===== config.mk =====
export PLATFORM = sky130hd
export DESIGN_NAME = blk_a21a8d
export DESIGN_NICKNAME = d
export VERILOG_FILES = /design/src/rtl/blk_a21a8d.sv
export SDC_FILE = /design/constraint.sdc
export NUM_CORES = 1
export LEC_CHECK = 0
export ABC_CLOCK_PERIOD_IN_PS = 3500
export CAP_MARGIN = 20
export CORE_AREA = 2 2 123 125
export CTS_CLUSTER_DIAMETER = 60
export DETAILED_ROUTE_END_ITERATION = 12
export DIE_AREA = 0 0 125 127
export HOLD_SLACK_MARGIN = 0.05
export MAX_ROUTING_LAYER = met4
export PLACE_DENSITY = 0.7
export SLEW_MARGIN = 20
export SYNTH_ARGS = -nofsm -noshare
export SYNTH_HDL_FRONTEND = slang
export SYNTH_SLANG_ARGS = --single-unit

===== constraint.sdc =====
create_clock -name ACLK -period 3.5 [get_ports ACLK]
set_clock_uncertainty 0.05 [all_clocks]
set_input_delay 1.05 -clock ACLK [delete_from_list [all_inputs] [get_ports ACLK]]
set_output_delay 1.05 -clock ACLK [all_outputs]
set_load 0.005 [all_outputs]

===== src/rtl/blk_a21a8d.sv =====
// Two-port read-request arbiter: round-robin AR grant into one downstream port,
// with an order FIFO steering returning R beats back to the requester that owns them.
module blk_a21a8d #(
  parameter int BUS_ADDR_WIDTH       = 32,
  parameter int BUS_DATA_WIDTH       = 32,
  parameter int NUM_READ_OUTSTANDING = 2
) (
  input  logic                          ACLK,
  input  logic                          ARESET,
  input  logic                          ACLK_EN,
  input  logic [BUS_ADDR_WIDTH-1:0]     in_P0_ARADDR,
  input  logic [31:0]                   in_P0_ARLEN,
  input  logic                          in_P0_ARVALID,
  output logic                          out_P0_ARREADY,
  input  logic [BUS_ADDR_WIDTH-1:0]     in_P1_ARADDR,
  input  logic [31:0]                   in_P1_ARLEN,
  input  logic                          in_P1_ARVALID,
  output logic                          out_P1_ARREADY,
  output logic [BUS_DATA_WIDTH-1:0]     out_P0_RDATA,
  output logic [1:0]                    out_P0_RLAST,
  output logic                          out_P0_RVALID,
  input  logic                          in_P0_RREADY,
  output logic [BUS_DATA_WIDTH-1:0]     out_P1_RDATA,
  output logic [1:0]                    out_P1_RLAST,
  output logic                          out_P1_RVALID,
  input  logic                          in_P1_RREADY,
  output logic [BUS_ADDR_WIDTH-1:0]     out_HLS_ARADDR,
  output logic [31:0]                   out_HLS_ARLEN,
  output logic                          out_HLS_ARVALID,
  input  logic                          in_HLS_ARREADY,
  input  logic [BUS_DATA_WIDTH-1:0]     in_HLS_RDATA,
  input  logic [1:0]                    in_HLS_RLAST,
  input  logic                          in_HLS_RVALID,
  output logic                          out_HLS_RREADY,
  output logic                          out_HLS_RBUST_READY,
  output logic [$clog2(NUM_READ_OUTSTANDING):0] out_ost_count,
  output logic                          dbg_state
);

  localparam int PW = $clog2(NUM_READ_OUTSTANDING);
  localparam logic [PW:0]   FULL_COUNT = NUM_READ_OUTSTANDING[PW:0];
  localparam logic [PW:0]   CNT_ONE    = 1;
  localparam logic [PW-1:0] PTR_ONE    = 1;

  typedef enum logic {IDLE = 1'b0, ISSUE = 1'b1} state_t;

  state_t                          state_q, state_d;
  logic                            last_grant_q;
  logic [PW-1:0]                   wr_ptr_q, rd_ptr_q;
  logic [PW:0]                     count_q;
  logic [NUM_READ_OUTSTANDING-1:0] order_q;

  logic fifo_full, fifo_empty, head;
  logic grant, grant_port, pop;

  // Handshake semantics: a transfer happens on a cycle where valid and ready are
  // both high; valid never waits on ready, and the source holds its payload stable
  // until that cycle. Full/empty come from registered occupancy only.
  assign fifo_full  = (count_q == FULL_COUNT);
  assign fifo_empty = (count_q == '0);
  assign head       = order_q[rd_ptr_q];

  always_comb begin
    state_d    = state_q;
    grant      = 1'b0;
    grant_port = 1'b0;
    case (state_q)
      IDLE: begin
        if (!fifo_full && (in_P0_ARVALID || in_P1_ARVALID)) begin
          grant      = 1'b1;
          // On a tie the port that lost last time wins.
          grant_port = (in_P0_ARVALID && in_P1_ARVALID) ? ~last_grant_q : in_P1_ARVALID;
          state_d    = ISSUE;
        end
      end
      ISSUE: begin
        if (in_HLS_ARREADY) state_d = IDLE;
      end
      default: state_d = IDLE;
    endcase
  end

  assign out_P0_ARREADY  = grant & ~grant_port;
  assign out_P1_ARREADY  = grant & grant_port;
  assign out_HLS_ARVALID = (state_q == ISSUE);
  assign dbg_state       = state_q;

  assign out_HLS_RREADY = !fifo_empty && (head ? in_P1_RREADY : in_P0_RREADY);
  assign out_P0_RVALID  = !fifo_empty && !head && in_HLS_RVALID;
  assign out_P1_RVALID  = !fifo_empty && head && in_HLS_RVALID;
  assign out_P0_RDATA   = in_HLS_RDATA;
  assign out_P1_RDATA   = in_HLS_RDATA;
  assign out_P0_RLAST   = in_HLS_RLAST;
  assign out_P1_RLAST   = in_HLS_RLAST;
  assign out_HLS_RBUST_READY = 1'b1;
  assign out_ost_count  = count_q;

  // Only the request-end beat retires an order entry.
  assign pop = in_HLS_RVALID && out_HLS_RREADY && in_HLS_RLAST[0];

  always_ff @(posedge ACLK or posedge ARESET) begin
    if (ARESET) begin
      state_q        <= IDLE;
      last_grant_q   <= 1'b1;
      wr_ptr_q       <= '0;
      rd_ptr_q       <= '0;
      count_q        <= '0;
      order_q        <= '0;
      out_HLS_ARADDR <= '0;
      out_HLS_ARLEN  <= '0;
    end else if (ACLK_EN) begin
      state_q <= state_d;
      if (grant) begin
        last_grant_q      <= grant_port;
        out_HLS_ARADDR    <= grant_port ? in_P1_ARADDR : in_P0_ARADDR;
        out_HLS_ARLEN     <= grant_port ? in_P1_ARLEN : in_P0_ARLEN;
        order_q[wr_ptr_q] <= grant_port;
        wr_ptr_q          <= wr_ptr_q + PTR_ONE;
      end
      if (pop) rd_ptr_q <= rd_ptr_q + PTR_ONE;
      case ({grant, pop})
        2'b10:   count_q <= count_q + CNT_ONE;
        2'b01:   count_q <= count_q - CNT_ONE;
        default: count_q <= count_q;
      endcase
    end
  end

endmodule


**After elaboration in Yosys (flattened, before gate mapping)**

Index checks and enable logic that the tools add are counted.

- Word-level logic and storage cells: 58
- Output and inout bits: 142
- Input bits: 171
- Register bits: 72

- Bitwise operators: 5
- Add/sub/neg operators: 4
- $lt $le $gt $ge: 3
- Reductions and logical operators: 19
- Equality and inequality tests: 3
- Multiplexer cells: 16

Operator list:

| operator | number |
|---|---|
| 2-to-1 mux 32 bit | 2 |
| logical AND 1 bit | 10 |
| 2-to-1 mux 1 bit | 10 |
| AND reduction 2 bit | 3 |
| equality test 2 bit, second input constant | 2 |
| less-than comparator 1 x 2 -> 1 bit, second input constant | 2 |
| one-hot mux 2 bit (2 select lines) | 1 |
| zero test 1 bit | 3 |
| NOT 1 bit | 3 |
| adder 1 bit, second input constant | 2 |
| adder 2 x 1 -> 2 bit, second input constant | 1 |
| bitwise AND 1 bit | 2 |
| bitwise mux 2 bit | 1 |
| equality test 2 x 1 -> 1 bit, second input constant | 1 |
| zero test 2 bit | 1 |
| one-hot mux 1 bit (2 select lines) | 1 |
| nonzero test 2 bit | 1 |
| subtractor 2 x 1 -> 2 bit, second input constant | 1 |
| demux 1 bit (select 1 bit) | 1 |
| >= comparator 1 bit, second input constant | 1 |
| logical OR 1 bit | 1 |

**Longest topological paths before layout**

- Word-level depth: 9
- Depth in mapped cells: 7
- Gate-level depth less buffers: 7

**Least setup slack after synthesis**

Ideal clock, no wire load.

- Path type: input -> output
- From: input in_P1_ARVALID
- To: output out_P1_ARREADY
- Stages: 4
- Path buffers: 1
- Path slack: 567 ps
- Arrival time: 1,833 ps
- Path through: a21bo_2 -> or3_4 -> inv_2 -> buf_2

- Word-level cells in the longest chain between the ends: 5
- Elaborated cells on any way between the ends: 9

RTL lines:

| item | line | source |
|---|---|---|
| from (decl) | 17 | `input logic in_P1_ARVALID,` |
| logical AND 1 bit or logical OR 1 bit (tied branches) | 72, 69 |  |
| 2-to-1 mux 1 bit or logical AND 1 bit (tied branches) | 72, 69 |  |
| 2-to-1 mux 1 bit | 69 | `if (!fifo_full && (in_P0_ARVALID \|\| in_P1_ARVALID)) begin` |
| 2-to-1 mux 1 bit | 67 | `case (state_q)` |
| bitwise AND 1 bit (*) | 84 | `assign out_P1_ARREADY = grant & grant_port;` |
| to (decl) | 18 | `output logic out_P1_ARREADY,` |

Mark *: on every way between the ends. The rest lies on a longest branch, timed or not.

**Worst setup path in the final report**

- From: input in_P0_RREADY
- To: output out_HLS_RREADY

- Word-level cells in the longest chain between the ends: 2

RTL lines:

| item | line | source |
|---|---|---|
| from (decl) | 22 | `input logic in_P0_RREADY,` |
| 2-to-1 mux 1 bit | 88 | `assign out_HLS_RREADY = !fifo_empty && (head ? in_P1_RREADY : in_P0_RREADY);` |
| logical AND 1 bit | 88 |  |
| to (decl) | 34 | `output logic out_HLS_RREADY,` |

Every way passes these cells.

==> results.cfg <==
[status]
status = finished, final reports clean

[floorplanning]
die_x_um = 125
chipHeight_um = 127
coreArea_mm2 = 0.0144
io_pins = 313
start_util_pct = 29.1
die_area_mm2 = 0.0159
rows = 44

[global_route]
grt_pass1_wl_um = 18900
grt_usage_pct = 15.3
grt_antenna_before_repair = 0
overflow = 0
grt_pass1_vias = 3830
grt_max_degree = 66

[timing]
slew_headroom_pct = 35.5
fmax_mhz = 289
layout_min_cycle_time_ns = 3.46
final-max-slew-violation-count = 0
rsz0062_at_grt = false
finalHoldViolCount = 0
timing.final.crit_share_pct = 98.9
whs_ns = 0.456
final.setup.tns_ns = 0
worstMarginPinSlew_ns = 0.967
setup_viol = 0

[cts]
cts_tree = built
clkTransAtPathRegs_ns = 0.06
cts_hold_buf = 0
cts_sinks = 72
numCtsBuffers = 9
cts.htree.levels = 3
clockBufferDepth = 2
clkLatencyLatePin_ns = 0.33
root_buffer = clkbuf_16

[routing]
drt_iter0_drc = 115
dr.pass1.iters = 4
wl_per_cell_um = 15.2
totalWireLength_um = 12000
antenna_left = 0
via_count = 3586
drc_errors = 0
via_per_inst = 4.54

[power]
p_leak_nw = 2.55
power_density_mw_per_mm2 = 761
ir_drop_uv = 355

[setup_path]
cp_max_fo = 2
critPathKind = input pin to output pin
rrSetupSlack_ns = 1.17
startpoint_type = input pin
cp.arrival_ns = 2.36
crit_end = out_HLS_RREADY
critPathSlowestCell = clkdlybuf4s50_1
crit_path_max_incr_delay_ns = 0.54
r2r-start = out_ost_count[1]
cp-end-kind = output pin
crit_chain = clkdlybuf4s50_1 -> o21ai_0 -> mux2i_1 -> clkdlybuf4s50_1
critPathLaunch = in_P0_RREADY
critPathRequiredTime_ns = 2.40
reg2reg_depth = 6
r2r-end = out_HLS_ARLEN[20]
path_common_cell = clkdlybuf4s50_1

[worst_hold_path]
hp-class = flop to flop
whs_path_depth = 1

[finish]
syn_to_final_growth_pct = 48.6
fill_cells = 1421
antenna_cells = 0
nets = 773
drive_above_1_share_pct = 18.2

[run]
cap_violations = 0

[synthesis]
synth_cells = 466
synth_cell_types = 30
ys_seq_elements = 72
yosys_warnings = 0
avgSynthCellArea_um2 = 9.01
syn_nets = 638
yosysSeqAreaShare_pct = 42.9
netlist_area_mm2 = 0.00420

[place]
port_buffers = 212
hpwl_um = 8710
place.gp.congestion = 0.796
flip-flops by register name (all words and copies together) (netlist names):
register	count
rd_ptr_q	1
wr_ptr_q	1
out_ost_count	2
order_q	2
out_HLS_ARLEN	32
out_HLS_ARADDR	32
dbg_state	1
last_grant_q	1
cells in the final DEF (no fill, tap or decap):
master           Yosys  layout
nor2_1              68      68
nor3_2               0       1
nand4_1              1       1
xor2_1               1       1
dlymetal6s2s_1       0       1
conb_1               1       1
clkbuf_8             0       2
clkbuf_16            0       9
a21oi_1             48      48
dfrtp_1             71      71
buf_12               4       4
and3_1               1       1
o31ai_1              1       1
clkinv_2             0       2
dfstp_2              1       1
buf_4               74       7
clkbuf_1             6       4
ha_1                 1       1
clkdlybuf4s15_1      0       1
inv_1                2       1
clkdlybuf4s50_1      0     209
a21oi_2             80      80
nand2_1             69      69
or3_4                1       2
mux2i_1              2       2
mux2_2               1       1
xnor2_1              4       4
dlygate4sd2_1        0       1
a21bo_4              0       1
o21ai_0              7       7
nand2b_1             1       1
nor2b_1              2       2
layout make-up:
class / count / area (um^2) / share of cell area (%)
Multi-Input combinational cell: 292 / 1670 / 26.7
Timing Repair Buffer: 223 / 2260 / 36.2
Clock buffer: 15 / 268 / 4.29
Tap cell: 184 / 230 / 3.69
Inverter: 3 / 13.8 / 0.221
Sequential cell: 72 / 1800 / 28.9
critical path, delay by kind of cell:
kind	cells	cell delay (ns)
AOI/OAI and AO/OA	1	0.09
muxes	1	0.21
buffers and inverters	2	1.01
repair_timing:
| item | in CTS | in global routing |
|---|---|---|
| resized for setup | 3 | 2 |
| setup endpoints to repair | 2 | 1 |
| setup buffers | 0 | 0 |
| hold endpoints to repair | 0 | 0 |
worst min path at each step:
| stage | start | slack [ns] | end |
|---|---|---|---|
| floorplan | last_grant_q | 0.41 | last_grant_q |
| global placement | last_grant_q | 0.42 | last_grant_q |
| detailed placement | last_grant_q | 0.44 | last_grant_q |
| CTS | last_grant_q | 0.45 | last_grant_q |
| global route | last_grant_q | 0.47 | last_grant_q |
| finish | rd_ptr_q | 0.46 | rd_ptr_q |
power by group:
part	internal, mW	switching [mW]	leakage [nW]
Sequential	1.25	0.245	0.803
Combinational	1.31	1.10	1.61
Clock	0.516	0.329	0.130
Total	3.08	1.67	2.55
Yosys cell counts (all sizes together):
master  count  share of area, %
a21oi     128                22
buf        93                17
dfrtp      71                42
nand2      69               6.2
nor2       68               6.1
o21ai       7              0.83
clkbuf      6              0.54
xnor2       4              0.83
inv         3              0.27
mux2i       2              0.48
nor2b       2              0.30
or3         2              0.42
a21bo       1              0.24
and3        1              0.15
conb        1             0.089
dfstp       1              0.63
ha          1              0.30
mux2        1              0.27
nand2b      1              0.15
nand4       1              0.15
nor3        1              0.12
o31ai       1              0.18
xor2        1              0.21
cell families (layout without fill, tap and decap cells):
group / after synthesis / in the layout / share of synthesized area [%]
adders and majority gates: 1 / 1 / 0.298
xor gates and xnor gates: 5 / 5 / 1.04
and+or+nand+nor: 145 / 145 / 13.5
muxes: 3 / 3 / 0.745
AOI/OAI and AO/OA: 137 / 137 / 23.7
buffers and inverters: 102 / 241 / 17.7
DFF: 72 / 72 / 42.9
other: 1 / 1 / 0.0893
layer usage:
metal / routed length [um] / vias up / global-route usage [%]
met5: 0 / - / -
met4: 416 / 0 / 8.04
met1: 4730 / 1676 / 16.8
met2: 5850 / 147 / 25.3
li1: - / 1724 / -
met3: 958 / 39 / 4.65
through the flow:
stage	util, %	total power, mW	setup WS, ns	instances	area (um^2)
detailed placement	41.4	3.96	-0.274	774	5960
floorplan	-	2.78	0.567	466	4200
CTS	43.2	4.82	0.0222	789	6230
global route	43.3	5.10	0.0112	789	6240
finish	43.3	4.75	0.0377	789	6240
global placement	41.4	3.88	-0.268	774	5960
(Power assumes the default switching activity.)
